--- config.mk ---
export PLATFORM = sky130hd
export DESIGN_NAME = emergency_response
export DESIGN_NICKNAME = d
export VERILOG_FILES = /design/src/rtl/emergency_response_pkg.sv /design/src/rtl/emergency_response_persistence_filter.sv /design/src/rtl/emergency_response.sv
export SDC_FILE = /design/constraint.sdc
export NUM_CORES = 1
export LEC_CHECK = 0
export CORE_MARGIN = 5
export CORE_UTILIZATION = 32
export CTS_CLUSTER_SIZE = 14
export DETAILED_ROUTE_END_ITERATION = 10
export PLACE_DENSITY = 0.56
export SLEW_MARGIN = 40
export SYNTH_ARGS = -nofsm -noshare
export SYNTH_HDL_FRONTEND = slang
export SYNTH_SLANG_ARGS = --single-unit
--- constraint.sdc ---
create_clock -name clk_i -period 2.2 [get_ports clk_i]
set_input_delay 0.66 -clock clk_i [delete_from_list [all_inputs] [get_ports clk_i]]
set_output_delay 0.66 -clock clk_i [all_outputs]
set_load 0.03 [all_outputs]
--- src/rtl/emergency_response_pkg.sv ---
// Shared constants for the emergency response controller: state encodings,
// state width and default timing parameters.
package emergency_response_pkg;

  localparam int ER_STATE_W               = 3;
  localparam int ER_DEBOUNCE_CYCLES_DEF   = 16;
  localparam int ER_BLINK_HALF_PERIOD_DEF = 8;
  localparam int ER_HOLD_CYCLES_DEF       = 1024;

  typedef enum logic [ER_STATE_W-1:0] {
    ER_IDLE  = 3'd0,
    ER_WARN  = 3'd1,
    ER_ALERT = 3'd2,
    ER_ACKED = 3'd3,
    ER_HOLD  = 3'd4
  } er_state_e;

  // ACKED and HOLD present the latched cause rather than a live alarm.
  function automatic logic er_is_latched(input er_state_e s);
    return (s == ER_ACKED) || (s == ER_HOLD);
  endfunction

endpackage

--- src/rtl/emergency_response_persistence_filter.sv ---
// persistence_filter: output follows the input only after it has held the
// opposite value for CYCLES consecutive clock edges.
module persistence_filter #(
  parameter int CYCLES = 16
) (
  input  logic clk_i,
  input  logic rst_i,
  input  logic d_i,
  output logic q_o
);

  localparam int             CW   = $clog2(CYCLES + 1);
  localparam logic [CW-1:0]  LAST = CW'(CYCLES - 1);

  logic [CW-1:0] r_cnt;
  logic          r_q;

  always_ff @(posedge clk_i or posedge rst_i) begin
    if (rst_i) begin
      r_cnt <= '0;
      r_q   <= 1'b0;
    end else if (d_i == r_q) begin
      r_cnt <= '0;
    end else if (r_cnt == LAST) begin
      r_q   <= d_i;
      r_cnt <= '0;
    end else begin
      r_cnt <= r_cnt + 1'b1;
    end
  end

  assign q_o = r_q;

endmodule

--- src/rtl/emergency_response.sv ---
// emergency_response: debounces water warning / gas alert, latches the event in an
// acknowledge-driven FSM. Define EMERGENCY_AUTO_SHUTOFF_EN to drive the shut-off valves.
module emergency_response
  import emergency_response_pkg::*;
#(
  parameter int DEBOUNCE_CYCLES   = ER_DEBOUNCE_CYCLES_DEF,
  parameter int BLINK_HALF_PERIOD = ER_BLINK_HALF_PERIOD_DEF,
  parameter int HOLD_CYCLES       = ER_HOLD_CYCLES_DEF
) (
  input  logic                  clk_i,
  input  logic                  rst_i,
  input  logic                  warning_i,
  input  logic                  alert_i,
  input  logic                  ack_i,
  output logic                  buzzer_o,
  output logic                  warning_led_o,
  output logic                  alert_led_o,
  output logic                  water_valve_close_o,
  output logic                  gas_valve_close_o,
  output logic [ER_STATE_W-1:0] state_o,
  output logic [7:0]            event_count_o
);

  localparam int            BW         = $clog2(BLINK_HALF_PERIOD + 1);
  localparam logic [BW-1:0] BLINK_LAST = BW'(BLINK_HALF_PERIOD - 1);
  localparam int            HW         = $clog2(HOLD_CYCLES + 1);
  localparam logic [HW-1:0] HOLD_LAST  = HW'(HOLD_CYCLES - 1);

  logic      w_warning_f;
  logic      w_alert_f;
  er_state_e r_state;
  er_state_e w_next;
  logic      w_enter;
  logic      w_latched;

  logic [BW-1:0] r_blink_cnt;
  logic          r_blink;
  logic [HW-1:0] r_hold_cnt;
  logic          r_cause_alert;
  logic [7:0]    r_event_count;

  persistence_filter #(.CYCLES(DEBOUNCE_CYCLES)) u_warning_filter (
    .clk_i (clk_i),
    .rst_i (rst_i),
    .d_i   (warning_i),
    .q_o   (w_warning_f)
  );

  persistence_filter #(.CYCLES(DEBOUNCE_CYCLES)) u_alert_filter (
    .clk_i (clk_i),
    .rst_i (rst_i),
    .d_i   (alert_i),
    .q_o   (w_alert_f)
  );

  // Precedence in every state: alert_f, then ack, then warning_f, then timers.
  always_comb begin
    w_next = r_state;
    unique case (r_state)
      ER_IDLE: begin
        if (w_alert_f)        w_next = ER_ALERT;
        else if (w_warning_f) w_next = ER_WARN;
      end
      ER_WARN: begin
        if (w_alert_f)  w_next = ER_ALERT;
        else if (ack_i) w_next = ER_ACKED;
      end
      ER_ALERT: begin
        if (ack_i) w_next = ER_ACKED;
      end
      ER_ACKED: begin
        if (w_alert_f && !r_cause_alert)    w_next = ER_ALERT;
        else if (!w_alert_f && !w_warning_f) w_next = ER_HOLD;
      end
      ER_HOLD: begin
        if (w_alert_f)                    w_next = ER_ALERT;
        else if (w_warning_f)             w_next = ER_WARN;
        else if (r_hold_cnt == HOLD_LAST) w_next = ER_IDLE;
      end
      default: w_next = ER_IDLE;
    endcase
  end

  assign w_enter = (w_next != r_state);

  always_ff @(posedge clk_i or posedge rst_i) begin
    if (rst_i) begin
      r_state       <= ER_IDLE;
      r_blink_cnt   <= '0;
      r_blink       <= 1'b0;
      r_hold_cnt    <= '0;
      r_cause_alert <= 1'b0;
      r_event_count <= 8'd0;
    end else begin
      r_state <= w_next;

      if (w_enter && (w_next == ER_WARN)) begin
        r_blink     <= 1'b1;
        r_blink_cnt <= '0;
      end else if (r_state == ER_WARN) begin
        if (r_blink_cnt == BLINK_LAST) begin
          r_blink     <= ~r_blink;
          r_blink_cnt <= '0;
        end else begin
          r_blink_cnt <= r_blink_cnt + 1'b1;
        end
      end

      if (w_enter && (w_next == ER_HOLD))
        r_hold_cnt <= '0;
      else if (r_state == ER_HOLD)
        r_hold_cnt <= r_hold_cnt + 1'b1;

      if (w_enter && (w_next == ER_ALERT))
        r_cause_alert <= 1'b1;
      else if (w_enter && (w_next == ER_IDLE))
        r_cause_alert <= 1'b0;

      if (w_enter && ((w_next == ER_WARN) || (w_next == ER_ALERT)) &&
          (r_event_count != 8'hFF))
        r_event_count <= r_event_count + 8'd1;
    end
  end

  assign w_latched     = er_is_latched(r_state);
  assign state_o       = r_state;
  assign event_count_o = r_event_count;
  assign buzzer_o      = (r_state == ER_WARN) ? r_blink : (r_state == ER_ALERT);
  assign warning_led_o = (r_state == ER_WARN)  || (w_latched && !r_cause_alert);
  assign alert_led_o   = (r_state == ER_ALERT) || (w_latched && r_cause_alert);

`ifdef EMERGENCY_AUTO_SHUTOFF_EN
  // Water valve latches on any warning entry and survives escalation to ALERT.
  logic r_water_latch;

  always_ff @(posedge clk_i or posedge rst_i) begin
    if (rst_i)
      r_water_latch <= 1'b0;
    else if (w_enter && (w_next == ER_WARN))
      r_water_latch <= 1'b1;
    else if (w_enter && (w_next == ER_IDLE))
      r_water_latch <= 1'b0;
  end

  assign water_valve_close_o = r_water_latch;
  assign gas_valve_close_o   = (r_state == ER_ALERT) || (w_latched && r_cause_alert);
`else
  assign water_valve_close_o = 1'b0;
  assign gas_valve_close_o   = 1'b0;
`endif

endmodule

Yosys cells after proc, flatten, opt, wreduce, memory -nomap -nowiden

Cells that the tools add are included.

Bitwise gates (word level): 3
Multiplexer cells: 25
Equal/unequal tests: 15
Reduce and logical (&&, ||, !) cells: 26
$add $sub $neg: 5

Operators with widths:

| kind                                            | number |
|---|---|
| two-way mux 3 bit                               | 9 |
| two-way mux 11 bit                              | 2 |
| two-way mux 5 bit                               | 4 |
| case mux 3 bit (5 select lines)                 | 1 |
| two-way mux 4 bit                               | 3 |
| adder 11 x 1 -> 11 bit, second input constant   | 1 |
| == test 11 x 10 -> 1 bit, second input constant | 1 |
| adder 5 x 1 -> 5 bit, second input constant     | 2 |
| == test 5 x 4 -> 1 bit, second input constant   | 2 |
| logical AND 1 bit                               | 10 |
| == test 3 x 2 -> 1 bit, second input constant   | 3 |
| adder 8 x 1 -> 8 bit, second input constant     | 1 |
| inequality test 8 bit, second input constant    | 1 |
| nonzero test 2 bit                              | 4 |
| == test 3 x 1 -> 1 bit, second input constant   | 2 |
| == test 3 bit, second input constant            | 2 |
| logical NOT 3 bit                               | 2 |
| two-way mux 1 bit                               | 6 |
| AND reduction 2 bit                             | 3 |
| adder 4 x 1 -> 4 bit, second input constant     | 1 |
| == test 4 x 3 -> 1 bit, second input constant   | 1 |
| logical OR 1 bit                                | 4 |
| logical NOT 1 bit                               | 3 |
| inequality test 3 bit                           | 1 |
| 2 further kinds                                 | 5 |

Output and inout port bits: 16
Bits of input ports: 5
Word-level logic and storage cells: 84
Flip-flop bits (word level): 40

Logic depth before layout (Yosys ltp)

Depth in word-level cells: 9
Depth in mapped cells: 8
Depth with buffers taken out: 7

Cells and area by module

Synthesis repeated with hierarchy kept, for this count alone.

Cell total of the unflattened synthesis: 209
Area total of the unflattened synthesis: 2173.3 um2

By module, submodules not included:

| module             | cells an instance | sequential area each (um2) | instances | area an instance (um2) |
|---|---|---|---|---|
| emergency_response | 165               | 700.7                      | 1         | 1642.8 |
| persistence_filter | 22                | 150.1                      | 2         | 265.3 |

Worst setup path after synthesis

No wires, ideal clock.

Kind: reg-to-output
Start point: register r_state[0], in the netlist state_o[0]
End point: output port alert_led_o
Path buffers: 2
Data arrival time: 1.748 ns
Required time: 1.540 ns
Slack: -0.208 ns
Cell stages (with the launch flop): 5
Cell sequence: dfrtp_1 -> buf_4 -> buf_2 -> nor2b_1 -> o32ai_1

Cells in the longest elaborated chain, start to end: 4
Elaborated cells between the ends (all ways): 6
Those cells by class: 3 x eq/ne; 3 x reduce/logical

RTL lines:

| element                                                        | RTL line                     | text |
|---|---|---|
| start, declared                                                | emergency_response.sv:31     | `er_state_e r_state;` |
| start signal, assigned                                         | emergency_response.sv:95     | `r_state <= w_next;` |
| == test 3 x 2 -> 1 bit / == test 3 bit (equally long branches) | emergency_response_pkg.sv:20 | `return (s == ER_ACKED) \|\| (s == ER_HOLD);` |
| logical OR 1 bit                                               | emergency_response_pkg.sv:20 |  |
| logical AND 1 bit                                              | emergency_response.sv:130    | `assign alert_led_o = (r_state == ER_ALERT) \|\| (w_latched && r_cause_alert);` |
| logical OR 1 bit (*)                                           | emergency_response.sv:130    |  |
| end, declared                                                  | emergency_response.sv:17     | `output logic alert_led_o,` |

Every way passes the cells marked *; elsewhere a longest branch is shown, timed or not.

Final worst setup path

Start point: input port ack_i
End point: register r_event_count[1], in the netlist event_count_o[1]

Cells in the longest elaborated chain, start to end: 7
Elaborated cells between the ends (all ways): 9
Those cells by class: 3 x eq/ne; 3 x mux; 3 x reduce/logical

RTL lines:

| element                                                                 | RTL line                                           | text |
|---|---|---|
| start, declared                                                         | emergency_response.sv:14                           | `input logic ack_i,` |
| two-way mux 3 bit (*)                                                   | emergency_response.sv:66, emergency_response.sv:69 |  |
| two-way mux 3 bit                                                       | emergency_response.sv:65                           | `if (w_alert_f) w_next = ER_ALERT;` |
| case mux 3 bit (5 select lines) (*)                                     | emergency_response.sv:59                           | `unique case (r_state)` |
| == test 3 x 1 -> 1 bit / == test 3 x 2 -> 1 bit (equally long branches) | emergency_response.sv:119                          | `if (w_enter && ((w_next == ER_WARN) \|\| (w_next == ER_ALERT)) &&` |
| logical OR 1 bit                                                        | emergency_response.sv:119                          |  |
| logical AND 1 bit (*) (2 in series)                                     | emergency_response.sv:119                          |  |
| end signal, assigned                                                    | emergency_response.sv:121                          | `r_event_count <= r_event_count + 8'd1;` |
| end, declared                                                           | emergency_response.sv:40                           | `logic [7:0] r_event_count;` |

Marks and branches as above.
A chain may end at the register's enable or synchronous reset.

==> run metrics <==
Period minus WS final around 2200 ps; ant diodes 0; Via Count ~1600; clk buf depth 2; post-synthesis cell count 210; Final ANT Viol Nets 0; r2r setup slk roughly 180 ps; clock power share roughly a fifth; crit start category primary input; chip width around 91 um; largest net degree at the start of global routing between 40 and 50; Syn Area/Cell about 10 um^2; Max IR drop VDD between 500 and 600 uV; row count 29; Crit path required time between 2000 and 2500 ps; crit path DAT about 2400 ps; power share of the combinational group a little over two fifths; htree depth 2; total length of routed wires about 4300 um; yosys warns 0; placed cell areas roughly 2500 um^2; total power approximately 2.4 mW; fin util about two fifths; hpwl dp between 2000 and 3000 um; # nets final 262; maxcap violations 0; core area ~6400 um^2; initial core utilization between 30 and 40%; vias in the first global route 1555; routed len/inst ~13 um; Hold Fails Final Rpt 0; port bufs 18; sequential share of power between 30% and 40%; DRT iter0 DRCs 65; GRT Residual Overflow 0; Clk Latency, worst-skew pair 290 ps; CTS tree built; Via density between 4 and 5; Synth cell types 45; outcome finished clean; ys async rst share 100%; filler instances between 600 and 700; Yosys reg bits 40; sequential area share after synthesis 47.3%; # setup viols final 0; drt pass-1 iters 4; cts bufs inserted 5; Peak Freq 459 MHz; critical path class primary input to flop; first-pass GRT wire length around 7100 um; LEAKAGE between 1 and 1.5 nW; pwr dens 923 nW/um^2; flip-flop and latch area 1000 um^2; Sw Pwr a little under 0.9 mW; worst clock skew roughly 3 ps; global placement routability congestion 0.761; HP Class flop to flop; Most used DFF post-synth dfrtp_1; final period utilization roughly 99%; initial antenna violation count 0; Clock Pin Slew Worst Setup and Hold Paths around 70 ps; Boundary Pins 21; Sw Ratio 35.8%; total area of multi-input combinational cells about 1100 um^2; cell area after synthesis around 2100 um^2; Pint roughly 1.6 mW; Design Area, Final between 2000 and 3000 um^2; DRC 0; Post-synth EDFFs 0; critical-path maximum fanout 3; layout cells sized above 1 21.7%; Die Area about 8300 um^2; area delta synth->final 25.3%; clock sink count 40; gr usage total between 10% and 20%; DIE HEIGHT between 90 and 100 um; Slew Viols, Final 0; CP endpoint kind flop; CTS Root Cell clkbuf_8
## Yosys cell counts (3+ instances only)
| cell | instances | area (um^2) |
|---|---|---|
| a21oi_1 | 5 | 25.0 |
| and2_1 | 5 | 31.3 |
| and3_1 | 7 | 43.8 |
| buf_4 | 3 | 22.5 |
| dfrtp_1 | 40 | 1000 |
| ha_1 | 5 | 62.6 |
| inv_1 | 10 | 37.5 |
| nand2_1 | 16 | 60.1 |
| nand3_1 | 11 | 55.1 |
| nand4_1 | 7 | 43.8 |
| nor2_1 | 22 | 82.6 |
| nor3_1 | 4 | 20.0 |
| o21ai_0 | 13 | 65.1 |
| or3_1 | 3 | 18.8 |
| xnor2_1 | 11 | 96.3 |
| xor2_1 | 11 | 96.3 |
## layout by cell type (no fill, tap or decap), types with 3 or more instances in the layout
cell type and count:
o21ai_0 12, and2_1 5, nand2_1 15, dfrtp_1 37
inv_1 10, nand3_1 11, nand4_1 7, xor2_1 11
dfrtp_2 3, buf_4 25, and3_1 7, nor3_1 4
clkbuf_8 6, xnor2_1 11, clkdlybuf4s50_1 14, or3_1 3
ha_1 5, nor2_1 22, a21oi_1 4
## what timing repair did
action / in CTS / in global routing
cloned: 0 / 0
endpoints found under the setup margin: 6 / 11
hold buffers: 0 / 0
resized for setup: 5 / 8
buffers inserted: 0 / 8
pin swaps: 0 / 3
## power by group through the flow
stage                     clock network (mW)  registers (mW)  logic, mW
after floorplan                            0            1.03      0.528
after global placement                     0           0.949      0.936
after detailed placement                   0           0.949      0.940
after CTS                              0.525           0.937      0.952
after global routing                   0.563           0.943       1.10
final                                  0.496           0.926       1.02
## layer usage
metal	routed length, um	track usage, %	vias to the layer above	share of wire [%]
li1	-	-	800	-
met1	2180	14.3	751	51
met2	1970	15.4	26	46
met3	130	3.47	2	3.0
met4	10	3.30	0	0.23
met5	0	0	-	0
## flip-flops by register name, summed over array words and instances, names as in the netlist
name	flops
event_count_o	8
r_blink	1
r_blink_cnt	4
r_cause_alert	1
r_hold_cnt	11
state_o	3
u_alert_filter.q_o	1
u_alert_filter.r_cnt	5
u_warning_filter.q_o	1
u_warning_filter.r_cnt	5
## critical path, stage by stage
cell             delay (ps)
clkdlybuf4s50_1         440
or4b_1                  500
o311a_1                 150
o22ai_2                 140
nor2_1                   90
nand2_2                  90
mux2_4                  290
## logic make-up (layout without fill, tap and decap cells)
group,after synthesis,after routing,share of synthesized area [%]
AND/OR/NAND/NOR,92,92,24.1
flip-flops,40,40,47.3
AO/OA/AOI/OAI,29,29,9.11
XOR/XNOR,23,23,10.4
buffers and inverters,18,60,4.50
adder cells (fa/ha/maj),5,5,2.96
multiplexers,2,2,1.42
other,1,2,0.177
## worst paths after layout
| path | start | endpoint | cells after the start |
|---|---|---|---|
| setup / recovery | ack_i | event_count_o[1]$_DFFE_PP0P_ | 7 |
| hold / removal | u_warning_filter.r_cnt[0]$_DFF_PP0_ | u_warning_filter.r_cnt[0]$_DFF_PP0_ | 1 |
| setup reg to reg | state_o[1]$_DFF_PP0_ | event_count_o[6]$_DFFE_PP0P_ | 7 |
| hold reg to reg | u_warning_filter.r_cnt[0]$_DFF_PP0_ | u_warning_filter.r_cnt[0]$_DFF_PP0_ | 1 |
| max in group asynchronous | rst_i | state_o[0]$_DFF_PP0_ | 3 |
| min in group asynchronous | rst_i | event_count_o[7]$_DFFE_PP0P_ | 3 |
## area by class of cell
cell class                 instances  share of cell area, %
clock inverter                     2                  0.378
tap                               77                   3.64
clock buffer                       6                   3.12
multi-input combinational        153                   39.7
timing repair buffer              42                   13.9
inverter                          10                   1.42
sequential                        40                   37.9
## stage by stage
step                      instances  setup WS [ps]  TNS [ps]  hold slack (ps)
after floorplan                 211           14.6         0              433
after global placement          314           -286     -2510              447
after detailed placement        314           -320     -2780              455
after CTS                       322           14.5         0              465
after global routing            330          -14.1     -63.2              488
final                           330           20.9         0              462
Power figures use the tool's default switching activity.
==> RTL edit 1 (same settings) <==
`ER_BLINK_HALF_PERIOD_DEF`: 8 -> 4.
--- a/src/rtl/emergency_response_pkg.sv
+++ b/src/rtl/emergency_response_pkg.sv
@@ -6,3 +6,3 @@
   localparam int ER_DEBOUNCE_CYCLES_DEF   = 16;
-  localparam int ER_BLINK_HALF_PERIOD_DEF = 8;
+  localparam int ER_BLINK_HALF_PERIOD_DEF = 4;
   localparam int ER_HOLD_CYCLES_DEF       = 1024;
Function: same outputs for any inputs over 10 cycles, from zero or initial values and one cycle with rst_i high; that may be too few to reach the edited logic, so the function may still have changed.
==> RTL edit 1 against the original RTL <==
- design area down 5.4%
- routed wire length down 9.0%
- setup slack better by 0.071 ns
- non-clock buffer count down 3
- power down 4.6%
- final cell count down 2.7%
- area after synthesis down 4.7%
- worst hold slack better by 0.0041 ns
- sequential cell count down 1
- critical path type is now reg2out
- largest cell class is now sequential cells
==> RTL edit 1: results (changes against the original RTL) <==
DR WL met3=134 µm (+3.1%); buffering overhead=13.6% (-0.30 points); Inst Count DP=305 (-2.9%); layout cells sized above 1=18.4% (-3.3 points); maximum fanout along the worst path=8 (+5); slowest stage delay, CP=0.47 ns (-0.03 ns); placement-stage cell area=2360 µm² (-4.5%); final setup skew=0.0106 ns (+0.00762 ns); hpwl dp=2750 µm (-3.8%); CP arrival=1.45 ns (-0.90 ns); clock network power=0.480 mW (-3%); metal2 WL=1700 µm (-13%); post-route cell area=2510 µm² (-5.4%); Adder-Cell Fraction of Synth Area=3.10% (+0.15 points); Metal-1 WL=2010 µm (-7.6%); register area share after synthesis=48.4% (+1.1 points); comb_multi_in=147 (-3.9%); tightest hold margin=0.466 ns (+0.00406 ns); initial DRC count=42 (-35%); final layout net count=253 (-3.4%); static leakage=1.15 nW (-3.7%); DRT Wirelength=3900 µm (-9.0%); top post-synthesis cells by count=39 x dfrtp_1, 23 x nor2_1, 18 x nand2_1, 14 x nand3_1, 13 x xor2_1; slowest CP cell=dfrtp_2; status=complete, no violations; first-pass GRT wire length=6520 µm (-8.5%); Layout fillers=630 (+2.6%); CP startpoint=state_o[2]; gr usage total=10.4% (-0.027 points); met3 usage=2.40% (-1.1 points); CTS sink count=39 (-2.5%); Final Wtd Congestion=0.793 (+4.3%); via count=1518 (-3.9%); clk cell area share=3.39% (-0.099 points); Critical Path End=warning_led_o; reg2reg setup slack=0.16 ns (-0.02 ns); post-synthesis mux area share=1.80% (+0.38 points)
==> RTL edit 1: worst min-delay path by stage <==
stage	endpoint	cells after the start	start
global route	u_alert_filter.r_cnt[0]	1	u_alert_filter.r_cnt[0]
finish	u_alert_filter.r_cnt[0]	1	u_alert_filter.r_cnt[0]
CTS	u_alert_filter.r_cnt[0]	1	u_alert_filter.r_cnt[0]
floorplan	u_warning_filter.r_cnt[0]	1	u_warning_filter.r_cnt[0]
global placement	u_alert_filter.r_cnt[0]	1	u_alert_filter.r_cnt[0]
detailed placement	u_alert_filter.r_cnt[0]	1	u_alert_filter.r_cnt[0]
==> RTL edit 1: per-stage QoR <==
step                      TNS [ns]  setup slack, ns
after floorplan                  0          0.00504
after global placement      -0.661           -0.163
after detailed placement    -0.837           -0.179
after CTS                        0           0.0135
after global routing             0          0.00182
final                            0           0.0916
==> RTL edit 2 (same flow settings) <==
Made on the original files. Put a register stage on the output `alert_led_o`, cleared by the reset. The value now appears one clock later. The other outputs are not delayed to match.
--- a/src/rtl/emergency_response.sv
+++ b/src/rtl/emergency_response.sv
@@ -129,3 +129,9 @@
   assign warning_led_o = (r_state == ER_WARN)  || (w_latched && !r_cause_alert);
-  assign alert_led_o   = (r_state == ER_ALERT) || (w_latched && r_cause_alert);
+  always_ff @(posedge clk_i or posedge rst_i) begin
+    if (rst_i) begin
+      alert_led_o <= '0;
+    end else begin
+      alert_led_o <= (r_state == ER_ALERT) || (w_latched && r_cause_alert);
+    end
+  end
 
Behaviour: no difference found for any inputs over 10 cycles, from zero or initial values and one cycle with rst_i high; that may be too few to reach the edited logic, so the function may still have changed.
==> RTL edit 2 against the original RTL <==
- fmax rose by 2.6%
- sequential cell count rose by 1
- setup slack gained 0.056 ns
- routed wire length decreased by 1.9%
- clock skew rose by 0.0013 ns
- area after synthesis is 1.2% higher
- global-route usage up 0.49 points
- power increased by 0.83%
- non-clock buffer count fell by 7
- critical path depth shrank 6
- design area is 1.8% lower
- via count down 1.1%
==> RTL edit 2: results (changes against the original RTL) <==
status=complete, no violations; first-pass GRT wire length=7360 µm (+3.3%); dpl ws=-0.374 ns (-0.0544 ns); CTS Buf Count=5 (unchanged); Net Sw Frac=35.5% (-0.27 points); top post-synthesis cells by count=41 x dfrtp_1, 22 x nor2_1, 16 x nand2_1, 13 x o21ai_0; initial DRC count=43 (-34%); DR WL met3=121 µm (-6.9%); CP arrival=1.46 ns (-0.89 ns); maximum fanout along the worst path=10 (+7); hpwl dp=2970 µm (+3.9%); Unique masters post-synth=45 (unchanged); final setup skew=0.00427 ns (+0.00128 ns); Vias/cell=4.83 (+1.0%); worst vdd ir=0.398 mV (-30%); placement-stage cell area=2480 µm² (+0.51%); FF-to-FF Start=state_o[1]; Layout fillers=629 (+2.4%); layout cells sized above 1=16.7% (-5.1 points); gr usage total=10.9% (+0.49 points); worst r2r dst=event_count_o[5]; Metal-1 WL=2170 µm (-0.46%); slowest CP cell=clkdlybuf4s50_1; largest net degree at the start of global routing=42 (+2.4%); R2R depth=7 (unchanged); Clk pin slew, worst setup/hold paths=0.08 ns; static leakage=1.18 nW (-1.3%); register area share after synthesis=48.0% (+0.62 points); metal2 WL=1860 µm (-5.1%); highest routed layer=met4; critical path's top delay family=buffers and inverters; DRT Wirelength=4200 µm (-1.9%); final layout net count=256 (-2.3%); Synth area leaders=dfrtp_1 48%, xnor2_1 4.5%, xor2_1 4.5%; CP startpoint=state_o[0]; slowest stage delay, CP=0.71 ns (+0.21 ns)
-- RTL edit 2: layout make-up --
type	instances	area, µm²	share of cell area, %
Timing Repair Buffer	35	315	12.1
Sequential cell	41	1030	39.5
Inverter	10	37.5	1.44
Clock buffer	7	86.3	3.32
Tap cell	77	96.3	3.70
Multi-Input combinational cell	153	1040	39.9
-- RTL edit 2: how the worst max path moves through the flow --
stage                             to  slack [ns]  depth (start not counted)
global route                buzzer_o       0.006                          4
floorplan              warning_led_o        0.01                          5
detailed placement  event_count_o[1]       -0.37                          7
CTS                       state_o[0]        0.01                          1
global placement    event_count_o[1]       -0.35                          7
finish                    state_o[0]        0.08                          1
-- RTL edit 2: per-stage QoR --
| step | util, % | power [mW] | hold WS, ns | cells |
|---|---|---|---|---|
| after floorplan | - | 1.58 | 0.433 | 212 |
| after global placement | 38.7 | 1.93 | 0.448 | 314 |
| after detailed placement | 38.7 | 1.94 | 0.452 | 314 |
| after CTS | 40.1 | 2.46 | 0.462 | 321 |
| after global routing | 40.5 | 2.62 | 0.484 | 323 |
| final | 40.5 | 2.47 | 0.458 | 323 |
-- RTL edit 2: per-layer routing --
metal | track usage [%] | vias to the layer above
met5 | 0 | -
met4 | 4.83 | 0
met3 | 2.70 | 6
met2 | 16.0 | 24
met1 | 15.1 | 738
li1 | - | 793
-- RTL edit 2: cells by family after synthesis --
family                     Yosys count  share of synthesized area (%)
AOI/OAI and AO/OA                   29                           9.01
xor gates and xnor gates            23                           10.3
adders and majority gates            5                           2.92
buffers and inverters               18                           4.44
DFF                                 41                           48.0
muxes                                2                           1.40
other                                1                          0.175
and+or+nand+nor                     92                           23.8
-- RTL edit 2: power groups by stage --
stage	registers, mW	clock network (mW)	logic [mW]
2_1_floorplan	1.08	0	0.502
3_3_place_gp	0.980	0	0.951
3_5_place_dp	0.983	0	0.961
4_1_cts	0.972	0.519	0.973
5_1_grt	0.983	0.554	1.09
6_report	0.961	0.500	1.01
-- RTL edit 2: what timing repair did --
| item | in CTS | in global routing |
|---|---|---|
| pin swaps | 0 | 1 |
| setup endpoints to repair | 6 | 5 |
| setup buffers | 0 | 2 |
| gates resized for setup | 5 | 4 |
